[src/rtl/la_pkg.sv]
//==============================================================================
// Module      : la_pkg
// Description : Shared types and constants for the logic-analyser read-out.
// Revision    : 1.0
//==============================================================================
`default_nettype none

package la_pkg;

    localparam int AW_DEFAULT = 15;
    localparam int LA_CH      = 8;

    typedef enum logic [2:0] {
        ST_IDLE = 3'd0,
        ST_ADDR = 3'd1,
        ST_WAIT = 3'd2,
        ST_HOLD = 3'd3,
        ST_FIN  = 3'd4
    } la_state_t;

    // Beat count for a requested length; zero selects the full ring.
    function automatic logic [AW_DEFAULT:0] beats_for_len(input logic [AW_DEFAULT-1:0] len);
        return (len == '0) ? {1'b1, {AW_DEFAULT{1'b0}}} : {1'b0, len};
    endfunction

endpackage

`default_nettype wire

[src/rtl/la_addr_gen.sv]
//==============================================================================
// Module      : la_addr_gen
// Description : Read address and remaining-beat counter with modulo-2^AW step.
// Revision    : 1.0
//==============================================================================
`default_nettype none

module la_addr_gen #(
    parameter int AW = 15
) (
    input  logic          clk,
    input  logic          rst_n,
    input  logic          i_load,
    input  logic          i_step,
    input  logic [AW-1:0] i_base_addr,
    input  logic [AW-1:0] i_len,
    input  logic [2:0]    i_step_log2,
    output logic [AW-1:0] o_rd_addr,
    output logic [AW:0]   o_beats_left
);

    logic [AW-1:0] r_addr;
    logic [AW:0]   r_beats;
    logic [2:0]    r_step_log2;

    always_ff @(posedge clk or negedge rst_n) begin
        if (!rst_n) begin
            r_addr      <= '0;
            r_beats     <= '0;
            r_step_log2 <= '0;
        end else if (i_load) begin
            r_addr      <= i_base_addr;
            r_beats     <= (i_len == '0) ? {1'b1, {AW{1'b0}}} : {1'b0, i_len};
            r_step_log2 <= i_step_log2;
        end else if (i_step) begin
            // Natural AW-bit overflow gives the ring wrap.
            r_addr  <= r_addr + (AW'(1) << r_step_log2);
            r_beats <= r_beats - (AW+1)'(1);
        end
    end

    assign o_rd_addr    = r_addr;
    assign o_beats_left = r_beats;

endmodule

`default_nettype wire

[src/rtl/la_readout.sv]
//==============================================================================
// Module      : la_readout
// Description : Capture-RAM read-out engine producing a valid/ready beat stream.
//               Build option LA_READOUT_EDGE_EN enables per-channel edge flags.
// Revision    : 1.0
//==============================================================================
`default_nettype none

module la_readout
    import la_pkg::*;
#(
    parameter int RD_LAT = 1,
    parameter int AW     = AW_DEFAULT
) (
    input  logic             clk_50M,
    input  logic             rst_n,
    input  logic             start,
    input  logic             abort,
    input  logic [AW-1:0]    base_addr,
    input  logic [AW-1:0]    len,
    input  logic [2:0]       step_log2,
    output logic [AW-1:0]    rd_addr,
    input  logic [LA_CH-1:0] rd_data,
    output logic [LA_CH-1:0] out_data,
    output logic [LA_CH-1:0] out_edge,
    output logic             out_valid,
    input  logic             out_ready,
    output logic             out_last,
    output logic             busy,
    output logic             done
);

    localparam int c_wait_w = $clog2(RD_LAT + 1);

    la_state_t           r_state;
    logic [c_wait_w-1:0] r_wait;
    logic [LA_CH-1:0]    r_data;
    logic                r_valid;
    logic                r_last;
    logic                r_busy;
    logic                r_done;
    logic [AW:0]         w_beats_left;
    logic                w_load;
    logic                w_step;
    logic                w_capture;
    logic                w_final;

    assign w_load    = (r_state == ST_IDLE) && start && !abort;
    assign w_step    = (r_state == ST_HOLD) && r_valid && out_ready && !abort;
    assign w_capture = (r_state == ST_WAIT) && (r_wait == '0) && !abort;
    assign w_final   = (w_beats_left == (AW+1)'(1));

    la_addr_gen #(
        .AW (AW)
    ) u_addr_gen (
        .clk          (clk_50M),
        .rst_n        (rst_n),
        .i_load       (w_load),
        .i_step       (w_step),
        .i_base_addr  (base_addr),
        .i_len        (len),
        .i_step_log2  (step_log2),
        .o_rd_addr    (rd_addr),
        .o_beats_left (w_beats_left)
    );

    always_ff @(posedge clk_50M or negedge rst_n) begin
        if (!rst_n) begin
            r_state <= ST_IDLE;
            r_wait  <= '0;
            r_data  <= '0;
            r_valid <= 1'b0;
            r_last  <= 1'b0;
            r_busy  <= 1'b0;
            r_done  <= 1'b0;
        end else begin
            r_done <= 1'b0;
            if (abort) begin
                r_state <= ST_IDLE;
                r_valid <= 1'b0;
                r_last  <= 1'b0;
                r_busy  <= 1'b0;
            end else begin
                case (r_state)
                    ST_IDLE: begin
                        if (start) begin
                            r_busy  <= 1'b1;
                            r_state <= ST_ADDR;
                        end
                    end
                    ST_ADDR: begin
                        r_wait  <= c_wait_w'(RD_LAT);
                        r_state <= ST_WAIT;
                    end
                    ST_WAIT: begin
                        if (w_capture) begin
                            r_data  <= rd_data;
                            r_valid <= 1'b1;
                            r_last  <= w_final;
                            r_state <= ST_HOLD;
                        end else begin
                            r_wait <= r_wait - c_wait_w'(1);
                        end
                    end
                    ST_HOLD: begin
                        if (w_step) begin
                            r_valid <= 1'b0;
                            r_last  <= 1'b0;
                            if (w_final) begin
                                r_done  <= 1'b1;
                                r_busy  <= 1'b0;
                                r_state <= ST_FIN;
                            end else begin
                                r_state <= ST_ADDR;
                            end
                        end
                    end
                    ST_FIN: begin
                        r_state <= ST_IDLE;
                    end
                    default: begin
                        r_state <= ST_IDLE;
                    end
                endcase
            end
        end
    end

`ifdef LA_READOUT_EDGE_EN
    logic [LA_CH-1:0] r_edge;
    logic             r_first;

    // r_data still holds the previous beat when the next word is captured.
    always_ff @(posedge clk_50M or negedge rst_n) begin
        if (!rst_n) begin
            r_edge  <= '0;
            r_first <= 1'b0;
        end else if (w_load) begin
            r_first <= 1'b1;
        end else if (w_capture) begin
            r_edge  <= r_first ? '0 : (rd_data ^ r_data);
            r_first <= 1'b0;
        end
    end

    assign out_edge = r_edge;
`else
    assign out_edge = '0;
`endif

    assign out_data  = r_data;
    assign out_valid = r_valid;
    assign out_last  = r_last;
    assign busy      = r_busy;
    assign done      = r_done;

endmodule

`default_nettype wire

[config.mk]
export PLATFORM = sky130hd
export DESIGN_NAME = la_readout
export DESIGN_NICKNAME = d
export VERILOG_FILES = /design/src/rtl/la_pkg.sv /design/src/rtl/la_addr_gen.sv /design/src/rtl/la_readout.sv
export SDC_FILE = /design/constraint.sdc
export NUM_CORES = 1
export LEC_CHECK = 0
export ABC_AREA = 1
export CAP_MARGIN = 20
export CORE_MARGIN = 10
export CORE_UTILIZATION = 45
export DETAILED_ROUTE_END_ITERATION = 12
export PLACE_DENSITY = 0.74
export REMOVE_ABC_BUFFERS = 1
export SYNTH_ARGS = -nofsm -noshare
export SYNTH_HDL_FRONTEND = slang
export SYNTH_SLANG_ARGS = --single-unit
[constraint.sdc]
create_clock -name clk_50M -period 2.3 [get_ports clk_50M]
set_input_delay 0.46 -clock clk_50M [delete_from_list [all_inputs] [get_ports clk_50M]]
set_output_delay 0.46 -clock clk_50M [all_outputs]
set_load 0.005 [all_outputs]
==> impl_metrics.toml <==
[setup_path]
crit_type = "reg -> reg"
critPathMaxFanout = 5
cp.arrival_ns = 2.28
required_ns = 2.51
start_kind = "flop"
end_kind = "flop"

[clocking]
cts.path.max_buffers = 2
hold_buffers = 0
htree_levels = 2
cts-root-buf = "clkbuf_8"
worst_skew_pair.late_latency_ns = 0.32
clk_pin_slew_ns = 0.11
numCtsBuffers = 5
clock_sinks = 50
cts_tree = "done"

[cells_and_area]
drive_above_1_share_pct = 5.18
final_cell_mix = "153 x nand2_1, 71 x clkdlybuf4s50_1, 59 x inv_1"
fin_nets = 616
final_common_cell = "nand2_1"
antennaDiodeCount = 0
fillCellCount = 696
area_delta_synth_final_pct = 27.3
finalNonFillerCells = 659

[sta]
finalWorstSetupSlack_ns = 0.226
clock_skew_ns = 0.0133
tightest_slew_ns = 0.654
setup_viol = 0
fin_crit_sh_pct = 90.2
hold_viol = 0
fin_crit_ns = 2.07
slew_violations = 0
slew_headroom_pct = 56.4
fmax_mhz = 482

[floorplanning]
fp-row-count = 31
core_mm2 = 0.00725
die_width_um = 106
die_h_um = 106
start_util_pct = 46.3
io-pin-count = 81
die-area_mm2 = 0.0113

[outcome]
status = "finished clean"

[yosys]
synthesis.area_mm2 = 0.00336
synth-main-ff-cell = "dfrtp_1"
synth-edff-count = 0
synth_cells = 481
ys_warn_count = 0
ys_seq_area_share_pct = 37.3
ys_seq_elements = 50
avgSynthCellArea_um2 = 6.98
async_flop_share_pct = 100
synth_cell_types = 33

[global_routing]
grt-ovfl-total = 0
grtUsageTotal_pct = 16.9
grt_pass1_wl_um = 15900
antenna_found_initial = 0
grt_max_degree = 51
grt_pass1_vias = 3294

[power]
power_switching_mw = 1.96
vdd_drop_max_mv = 0.432
p_int_mw = 2.54
clockPowerShare_pct = 12.9
netSwitchingFraction_pct = 43.6
combinationalPowerShare_pct = 50.7
seqPwrFrac_pct = 36.4
powerDensity_mw_per_mm2 = 1050
finalPower_mw = 4.50
leakagePower_nw = 2.03

[worst_hold_path]
hp-class = "in -> async"

[placement]
dp_cells = 651
place_congestion = 0.907
pre_cts_ws_ns = 0.149
io_buffers = 72
dp_hpwl_um = 7340

[detailed_routing]
ant_nets = 0
drt-initial-drc-count = 168
drc = 0
wire_per_inst_um = 14.3
vias = 3343
drt_first_pass_iters = 5
drt_wl_total_um = 9430
via_per_inst = 5.07

[job]
cap_violations = 0
[power by group through the flow]
stage | combinational, mW | clock (mW) | sequential [mW]
2_1_floorplan | 1.35 | 0 | 1.57
3_3_place_gp | 2.21 | 0 | 1.63
3_5_place_dp | 2.28 | 0 | 1.64
4_1_cts | 2.29 | 0.592 | 1.63
5_1_grt | 2.60 | 0.627 | 1.69
6_report | 2.28 | 0.580 | 1.64
[layer usage]
| layer | GRT usage (%) | vias to the layer above | routed length (um) |
|---|---|---|---|
| li1 | - | 1688 | - |
| met1 | 21.3 | 1510 | 4220 |
| met2 | 27.2 | 133 | 4290 |
| met3 | 4.65 | 12 | 777 |
| met4 | 5.90 | 0 | 135 |
| met5 | 0 | - | 0 |
[worst max-delay path, cell delays in order, from the launching register on]
cell and delay [ns]:
dfrtp_1 0.44, nor3_1 0.21, ha_1 0.20, inv_1 0.06
fa_1 0.42, inv_1 0.10, nand2_1 0.07, nand3_2 0.11
nand2_1 0.08, nand2_1 0.08, nand3_1 0.06, nand3_1 0.08
nand2_1 0.05
[synth_stat cells, types with 2 or more instances]
cell	number	area share, %
nand2_1	153	17
ha_1	10	3.7
nor2_1	48	5.4
nand3b_1	4	0.89
buf_4	11	2.5
nand3_1	41	6.1
nor3_1	12	1.8
buf_6	4	1.3
buf_2	2	0.30
nand4_1	8	1.5
o21ai_0	24	3.6
inv_1	59	6.6
o211ai_1	7	1.6
dfrtp_1	50	37
xor2_1	5	1.3
o22ai_1	4	0.75
o21bai_1	3	0.67
xnor2_1	2	0.52
inv_2	2	0.22
a21oi_1	16	2.4
nor4_1	4	0.75
[layout make-up]
cell class              count  area, um^2  share of cell area, %
clock buffers               5        68.8                   1.61
clock inverters             3        28.8                  0.674
inverters                  61         229                   5.36
well taps                  99         124                   2.90
multi-input cells         360        1770                   41.5
flip-flops and latches     50        1250                   29.3
repair buffers             81         796                   18.6
[sequential cells by signal (all words and copies together) (netlist names), 3 cells and up]
signal and count:
r_state 3, u_addr_gen.r_step_log2 3, u_addr_gen.o_rd_addr 15, u_addr_gen.o_beats_left 16, out_data 8
[cell families after synthesis]
family / synth area share, %
other cells: 0.112
buf+inv: 10.9
simple gates: 36.1
compound gates: 9.43
xor+xnor: 1.83
fa+ha+maj: 4.33
flops: 37.3
[through the flow]
stage / hold slack [ns] / setup TNS, ns / util (%) / cell area (um^2)
after floorplan: 0.164 / 0 / - / 3240
after global placement: 0.462 / 0 / 57.4 / 4160
after detailed placement: 0.462 / 0 / 57.4 / 4160
after CTS: 0.262 / 0 / 58.8 / 4260
after global routing: 0.292 / -0.00182 / 58.9 / 4270
final: 0.236 / 0 / 58.9 / 4270
[timing repair]
item,in CTS,in global routing
gates resized for setup,0,2
endpoints found under the setup margin,0,4
buffers inserted,0,0
[final timing paths]
check,start,end,slack (ns),cells after the start
min in group clk_50M,busy$_DFFE_PN0P_,busy$_DFFE_PN0P_,0.48,2
worst min register to register,busy$_DFFE_PN0P_,busy$_DFFE_PN0P_,0.48,2
worst max register to register,u_addr_gen.r_step_log2[2]$_DFFE_PN0P_,u_addr_gen.o_rd_addr[12]$_DFFE_PN0P_,0.23,12
max in group asynchronous,rst_n,u_addr_gen.o_rd_addr[5]$_DFFE_PN0P_,1.62,2
worst min-delay path,rst_n,r_state[1]$_DFFE_PN0P_,0.24,2
worst max-delay path,u_addr_gen.r_step_log2[2]$_DFFE_PN0P_,u_addr_gen.o_rd_addr[12]$_DFFE_PN0P_,0.23,12
(Power assumes the default switching activity.)
